[src/rtl/biu_arbiter.sv]
// biu_arbiter: round-robin arbiter that shares the single BIU between up to four requesters.
// A granted owner keeps the BIU until it drops its request and the BIU reports ready.
// Every change of owner passes through RELEASE and IDLE, so no two requesters ever drive
// the BIU controls in the same cycle.
//
// Parameters:
//   NREQ         number of requesters, 2..4
//   TIMEOUT_CYC  HOLD-cycle limit before a forced release, 2..255 (ARB_TIMEOUT_EN builds only)
//
// Ports:
//   clk, rst        clock and asynchronous active-high reset
//   req             per-requester level request
//   sel_in          requester i sel code at [2i+1:2i]
//   op_sel_in       requester i op_sel code at [2i+1:2i]
//   ready_biu       BIU idle/complete
//   gnt             one-hot grant
//   owner           index of the current or last owner
//   cs_biu          BIU chip select, high while a grant is held
//   sel, op_sel     owner's codes while granted, otherwise 2'b00
//   busy            high in any state other than IDLE
//   timeout         one-cycle pulse on a forced release
//
// Optional feature macro: ARB_TIMEOUT_EN. It enables the HOLD timeout counter and the
// per-requester mask. When the macro is undefined, timeout is tied to 0.
module biu_arbiter #(
  parameter int unsigned NREQ        = 2,
  parameter int unsigned TIMEOUT_CYC = 64
) (
  input  logic              clk,
  input  logic              rst,
  input  logic [NREQ-1:0]   req,
  input  logic [2*NREQ-1:0] sel_in,
  input  logic [2*NREQ-1:0] op_sel_in,
  input  logic              ready_biu,
  output logic [NREQ-1:0]   gnt,
  output logic [1:0]        owner,
  output logic              cs_biu,
  output logic [1:0]        sel,
  output logic [1:0]        op_sel,
  output logic              busy,
  output logic              timeout
);

  localparam logic [2:0] NREQ3    = 3'(NREQ);
  localparam logic [1:0] LAST_IDX = 2'(NREQ - 1);

  typedef enum logic [1:0] {
    ST_IDLE    = 2'd0,
    ST_GRANT   = 2'd1,
    ST_HOLD    = 2'd2,
    ST_RELEASE = 2'd3
  } state_e;

  state_e          state_q, state_d;
  logic [1:0]      owner_q, owner_d;
  logic [1:0]      ptr_q, ptr_d;
  logic [NREQ-1:0] gnt_q, gnt_d;
  logic            cs_q, cs_d;
  logic            busy_q, busy_d;

  // Zero-extended copies give every NREQ a fixed 2-bit index space.
  logic [3:0]      req4;
  logic [7:0]      sel_in8, op_sel_in8;
  logic            req_own;
  logic [3:0]      own_oh;
  logic [NREQ-1:0] elig;

  assign req4       = 4'(req);
  assign sel_in8    = 8'(sel_in);
  assign op_sel_in8 = 8'(op_sel_in);
  assign req_own    = req4[owner_q];
  assign own_oh     = 4'b0001 << owner_q;

`ifdef ARB_TIMEOUT_EN
  localparam logic [7:0] TLIM = 8'(TIMEOUT_CYC - 1);

  logic [7:0]      cnt_q, cnt_d;
  logic [NREQ-1:0] mask_q, mask_d;
  logic            tmo_q, tmo_d;

  assign elig    = req & ~mask_q;
  assign timeout = tmo_q;
`else
  assign elig    = req;
  assign timeout = 1'b0;
`endif

  // Round-robin pick: first eligible requester at or after ptr, wrapping modulo NREQ.
  logic       win_vld;
  logic [1:0] win_idx;

  always_comb begin
    logic [2:0] idx;
    logic [3:0] elig4;
    win_vld = 1'b0;
    win_idx = ptr_q;
    elig4   = 4'(elig);
    for (int k = 0; k < 4; k++) begin
      idx = 3'(ptr_q) + 3'(k);
      if (idx >= NREQ3) idx = idx - NREQ3;
      if (3'(k) < NREQ3 && !win_vld && elig4[idx[1:0]]) begin
        win_vld = 1'b1;
        win_idx = idx[1:0];
      end
    end
  end

  // Next state plus the values that the output registers take on the next edge.
  always_comb begin
    logic [3:0] next_oh;
    state_d = state_q;
    owner_d = owner_q;
    ptr_d   = ptr_q;
`ifdef ARB_TIMEOUT_EN
    cnt_d   = cnt_q;
    tmo_d   = 1'b0;
    mask_d  = mask_q & req;   // a mask bit clears once its request is seen low
`endif
    unique case (state_q)
      ST_IDLE: begin
        if (win_vld) begin
          owner_d = win_idx;
          state_d = ST_GRANT;
        end
      end
      ST_GRANT: begin
        state_d = ST_HOLD;
`ifdef ARB_TIMEOUT_EN
        cnt_d   = 8'd0;
`endif
      end
      ST_HOLD: begin
        if (!req_own && ready_biu) begin
          state_d = ST_RELEASE;
`ifdef ARB_TIMEOUT_EN
        end else if (req_own && cnt_q == TLIM) begin
          state_d = ST_RELEASE;
          tmo_d   = 1'b1;
          mask_d  = mask_d | own_oh[NREQ-1:0];
        end else begin
          cnt_d   = cnt_q + 8'd1;
`endif
        end
      end
      ST_RELEASE: begin
        ptr_d   = (owner_q == LAST_IDX) ? 2'd0 : owner_q + 2'd1;
        state_d = ST_IDLE;
      end
      default: state_d = ST_IDLE;
    endcase

    next_oh = 4'b0001 << owner_d;
    cs_d    = (state_d == ST_GRANT) || (state_d == ST_HOLD);
    gnt_d   = cs_d ? next_oh[NREQ-1:0] : '0;
    busy_d  = (state_d != ST_IDLE);
  end

  always_ff @(posedge clk or posedge rst) begin
    if (rst) begin
      state_q <= ST_IDLE;
      owner_q <= 2'd0;
      ptr_q   <= 2'd0;
      gnt_q   <= '0;
      cs_q    <= 1'b0;
      busy_q  <= 1'b0;
    end else begin
      state_q <= state_d;
      owner_q <= owner_d;
      ptr_q   <= ptr_d;
      gnt_q   <= gnt_d;
      cs_q    <= cs_d;
      busy_q  <= busy_d;
    end
  end

`ifdef ARB_TIMEOUT_EN
  always_ff @(posedge clk or posedge rst) begin
    if (rst) begin
      cnt_q  <= 8'd0;
      mask_q <= '0;
      tmo_q  <= 1'b0;
    end else begin
      cnt_q  <= cnt_d;
      mask_q <= mask_d;
      tmo_q  <= tmo_d;
    end
  end
`endif

  // The code mux follows the registered owner so that sel and op_sel track the inputs in HOLD.
  logic [1:0] sel_own, op_sel_own;

  always_comb begin
    unique case (owner_q)
      2'd0:    begin sel_own = sel_in8[1:0]; op_sel_own = op_sel_in8[1:0]; end
      2'd1:    begin sel_own = sel_in8[3:2]; op_sel_own = op_sel_in8[3:2]; end
      2'd2:    begin sel_own = sel_in8[5:4]; op_sel_own = op_sel_in8[5:4]; end
      default: begin sel_own = sel_in8[7:6]; op_sel_own = op_sel_in8[7:6]; end
    endcase
  end

  assign gnt    = gnt_q;
  assign owner  = owner_q;
  assign cs_biu = cs_q;
  assign busy   = busy_q;
  assign sel    = cs_q ? sel_own    : 2'b00;
  assign op_sel = cs_q ? op_sel_own : 2'b00;

endmodule
[config.mk]
export PLATFORM = sky130hd
export DESIGN_NAME = biu_arbiter
export DESIGN_NICKNAME = d
export VERILOG_FILES = /design/src/rtl/biu_arbiter.sv
export SDC_FILE = /design/constraint.sdc
export NUM_CORES = 1
export LEC_CHECK = 0
export CAP_MARGIN = 20
export CORE_MARGIN = 5
export CORE_UTILIZATION = 36
export CTS_CLUSTER_SIZE = 30
export DETAILED_ROUTE_END_ITERATION = 16
export PLACE_DENSITY = 0.66
export SYNTH_ARGS = -nofsm -noshare
export SYNTH_HDL_FRONTEND = slang
export SYNTH_SLANG_ARGS = --single-unit
[constraint.sdc]
create_clock -name clk -period 2.15 [get_ports clk]
set_input_delay 0.43 -clock clk [delete_from_list [all_inputs] [get_ports clk]]
set_output_delay 0.43 -clock clk [all_outputs]
set_load 0.1 [all_outputs]
==> impl_metrics.env <==
export IMPL_numCtsBuffers=3
export IMPL_layout_common_cells="clkdlybuf4s50_1, dfrtp_1, inv_1, buf_4"
export IMPL_clk_latency_ns=0.27
export IMPL_worst_path_max_fanout=5
export IMPL_final_nets=95
export IMPL_whs_ns=0.435
export IMPL_final_period_utilization_pct=86.0
export IMPL_drt_iter0_markers=6
export IMPL_gp_congestion=0.783
export IMPL_dp_hpwl_um=1000
export IMPL_wire_per_inst_um=13.0
export IMPL_post_cts_setup_buffers=0
export IMPL_initial_core_util_pct=37.5
export IMPL_diodes=0
export IMPL_grt_pass1_wl_um=2090
export IMPL_cp_required_ns=1.72
export IMPL_clk_pin_slew_ns=0.07
export IMPL_netlist_cell_type_count=21
export IMPL_cts_tree="built"
export IMPL_vias_per_cell=4.87
export IMPL_rr_startpoint="owner[0]"
export IMPL_area_delta_synth_final_pct=56.0
export IMPL_cts_max_path_buffers=2
export IMPL_cts_root_buf="clkbuf_4"
export IMPL_fp_dieH_um=49.6
export IMPL_post_route_util_pct=58.6
export IMPL_vias=448
export IMPL_placementRows=14
export IMPL_yosysSeqAreaShare_pct=44.2
export IMPL_die_x_um=49.6
export IMPL_mostFrequentLayoutCell="clkdlybuf4s50_1"
export IMPL_antenna_found_initial=0
export IMPL_grtUsageTotal_pct=11.2
export IMPL_end_kind="output port"
export IMPL_reg2reg_slack_ns=0.50
export IMPL_maxSlewViolCount=0
export IMPL_dieArea_mm2=0.00246
export IMPL_worstRegToRegCells=5
export IMPL_syn_area_per_cell_um2=10.9
export IMPL_hold_viol=0
export IMPL_rsz0062_at_grt="false"
export IMPL_cts_resized=0
export IMPL_status="completed"
export IMPL_numPortBuffers=22
export IMPL_drcViolationCount=0
export IMPL_setup_viol=0
export IMPL_grt_pass1_vias=450
export IMPL_cp_arrival_ns=1.42
export IMPL_hold_path_class="input port to asynchronous set/reset pin"
export IMPL_post_dp_cell_area_um2=846
export IMPL_skew_ns=0.00288
export IMPL_netlist_instances=52
export IMPL_cap_viol_max_count=0
export IMPL_yosys_register_bits=10
export IMPL_core_area_mm2=0.00151
export IMPL_cts_sinks=10
export IMPL_first_pass_iters=4
export IMPL_htree_num_levels=1
export IMPL_grt_overflow_total=0
export IMPL_drt_total_wl_um=1200
export IMPL_final_layout_size_suffix_gt1_share_pct=34.2
export IMPL_reg2reg_to="gnt[1]"
export IMPL_setup_tns_ns=0
export IMPL_syn_nets=70
export IMPL_path_class="flop to output port"
export IMPL_ctsHoldBuffers=0
export IMPL_design_area_um2=882
export IMPL_boundaryPins=24
export IMPL_synth_warnings=0
export IMPL_fin_crit_ns=1.85
export IMPL_synth_area_um2=566
export IMPL_start_kind="flop"
export IMPL_fmax_mhz=541
export IMPL_ant_nets=0
export IMPL_grt_max_degree=11
[synth_stat cells]
cell type	n	area, um^2
buf_4	1	7.51
nand2b_1	1	6.26
nand2_1	1	3.75
a21oi_1	2	10.0
a31oi_1	1	6.26
dfrtp_1	10	250
mux2_4	2	30.0
nor2_1	6	22.5
nand3b_1	1	7.51
inv_1	6	22.5
a21oi_2	1	8.76
nor3b_1	1	7.51
mux2i_1	5	50.1
o21ai_0	3	15.0
and3b_1	1	8.76
conb_1	1	3.75
a31oi_2	1	12.5
a21bo_2	1	10.0
ha_1	5	62.6
buf_6	1	11.3
a211o_1	1	8.76
[cells by family after synthesis]
family / share of synthesized area (%)
buffers and inverters: 7.30
DFF: 44.2
and+or+nand+nor: 9.96
adders and majority gates: 11.1
muxes: 14.2
other: 0.663
AOI/OAI and AO/OA: 12.6
[cell type report]
type | instances | area (um^2)
Tap cell | 16 | 20.0
Fill cell | 134 | 624
Timing Repair Buffer | 22 | 245
Multi-Input combinational cell | 34 | 304
Clock buffer | 4 | 36.3
Inverter | 6 | 22.5
Sequential cell | 10 | 254
[per-stage QoR]
step | worst slack, ns | cells
floorplan | 0.154 | 52
global placement | 0.138 | 88
detailed placement | 0.103 | 88
CTS | 0.281 | 92
global route | 0.236 | 92
finish | 0.301 | 92
[critical path, cell delays in order, from the launching register on]
cell and delay [ns]:
dfrtp_2 0.44, nand2b_1 0.33, nor2_4 0.20, buf_12 0.18
[per-layer routing]
layer / wire, um / vias to the layer above / GRT usage [%]
met4: 32 / 0 / 6.55
met1: 502 / 201 / 12.5
met5: 0 / - / 0
li1: - / 220 / -
met2: 521 / 23 / 17.2
met3: 143 / 4 / 5.12
[registers in the layout (all words and copies together) (netlist names)]
register / flops
ptr_q: 2
gnt: 2
cs_biu: 1
owner: 2
state_q: 2
busy: 1
[how the worst max path moves through the flow]
| stage | from | end | cells past startpoint |
|---|---|---|---|
| after floorplan | cs_biu | op_sel[0] | 2 |
| after global routing | owner[1] | op_sel[0] | 3 |
| after global placement | req[0] | gnt[1] | 6 |
| after detailed placement | req[0] | gnt[1] | 6 |
| final | owner[1] | sel[0] | 3 |
| after CTS | owner[1] | sel[0] | 3 |
Power is left out: the tool's default activity adds up to more than one toggle a clock period on the data nets, which glitch-free logic cannot reach.
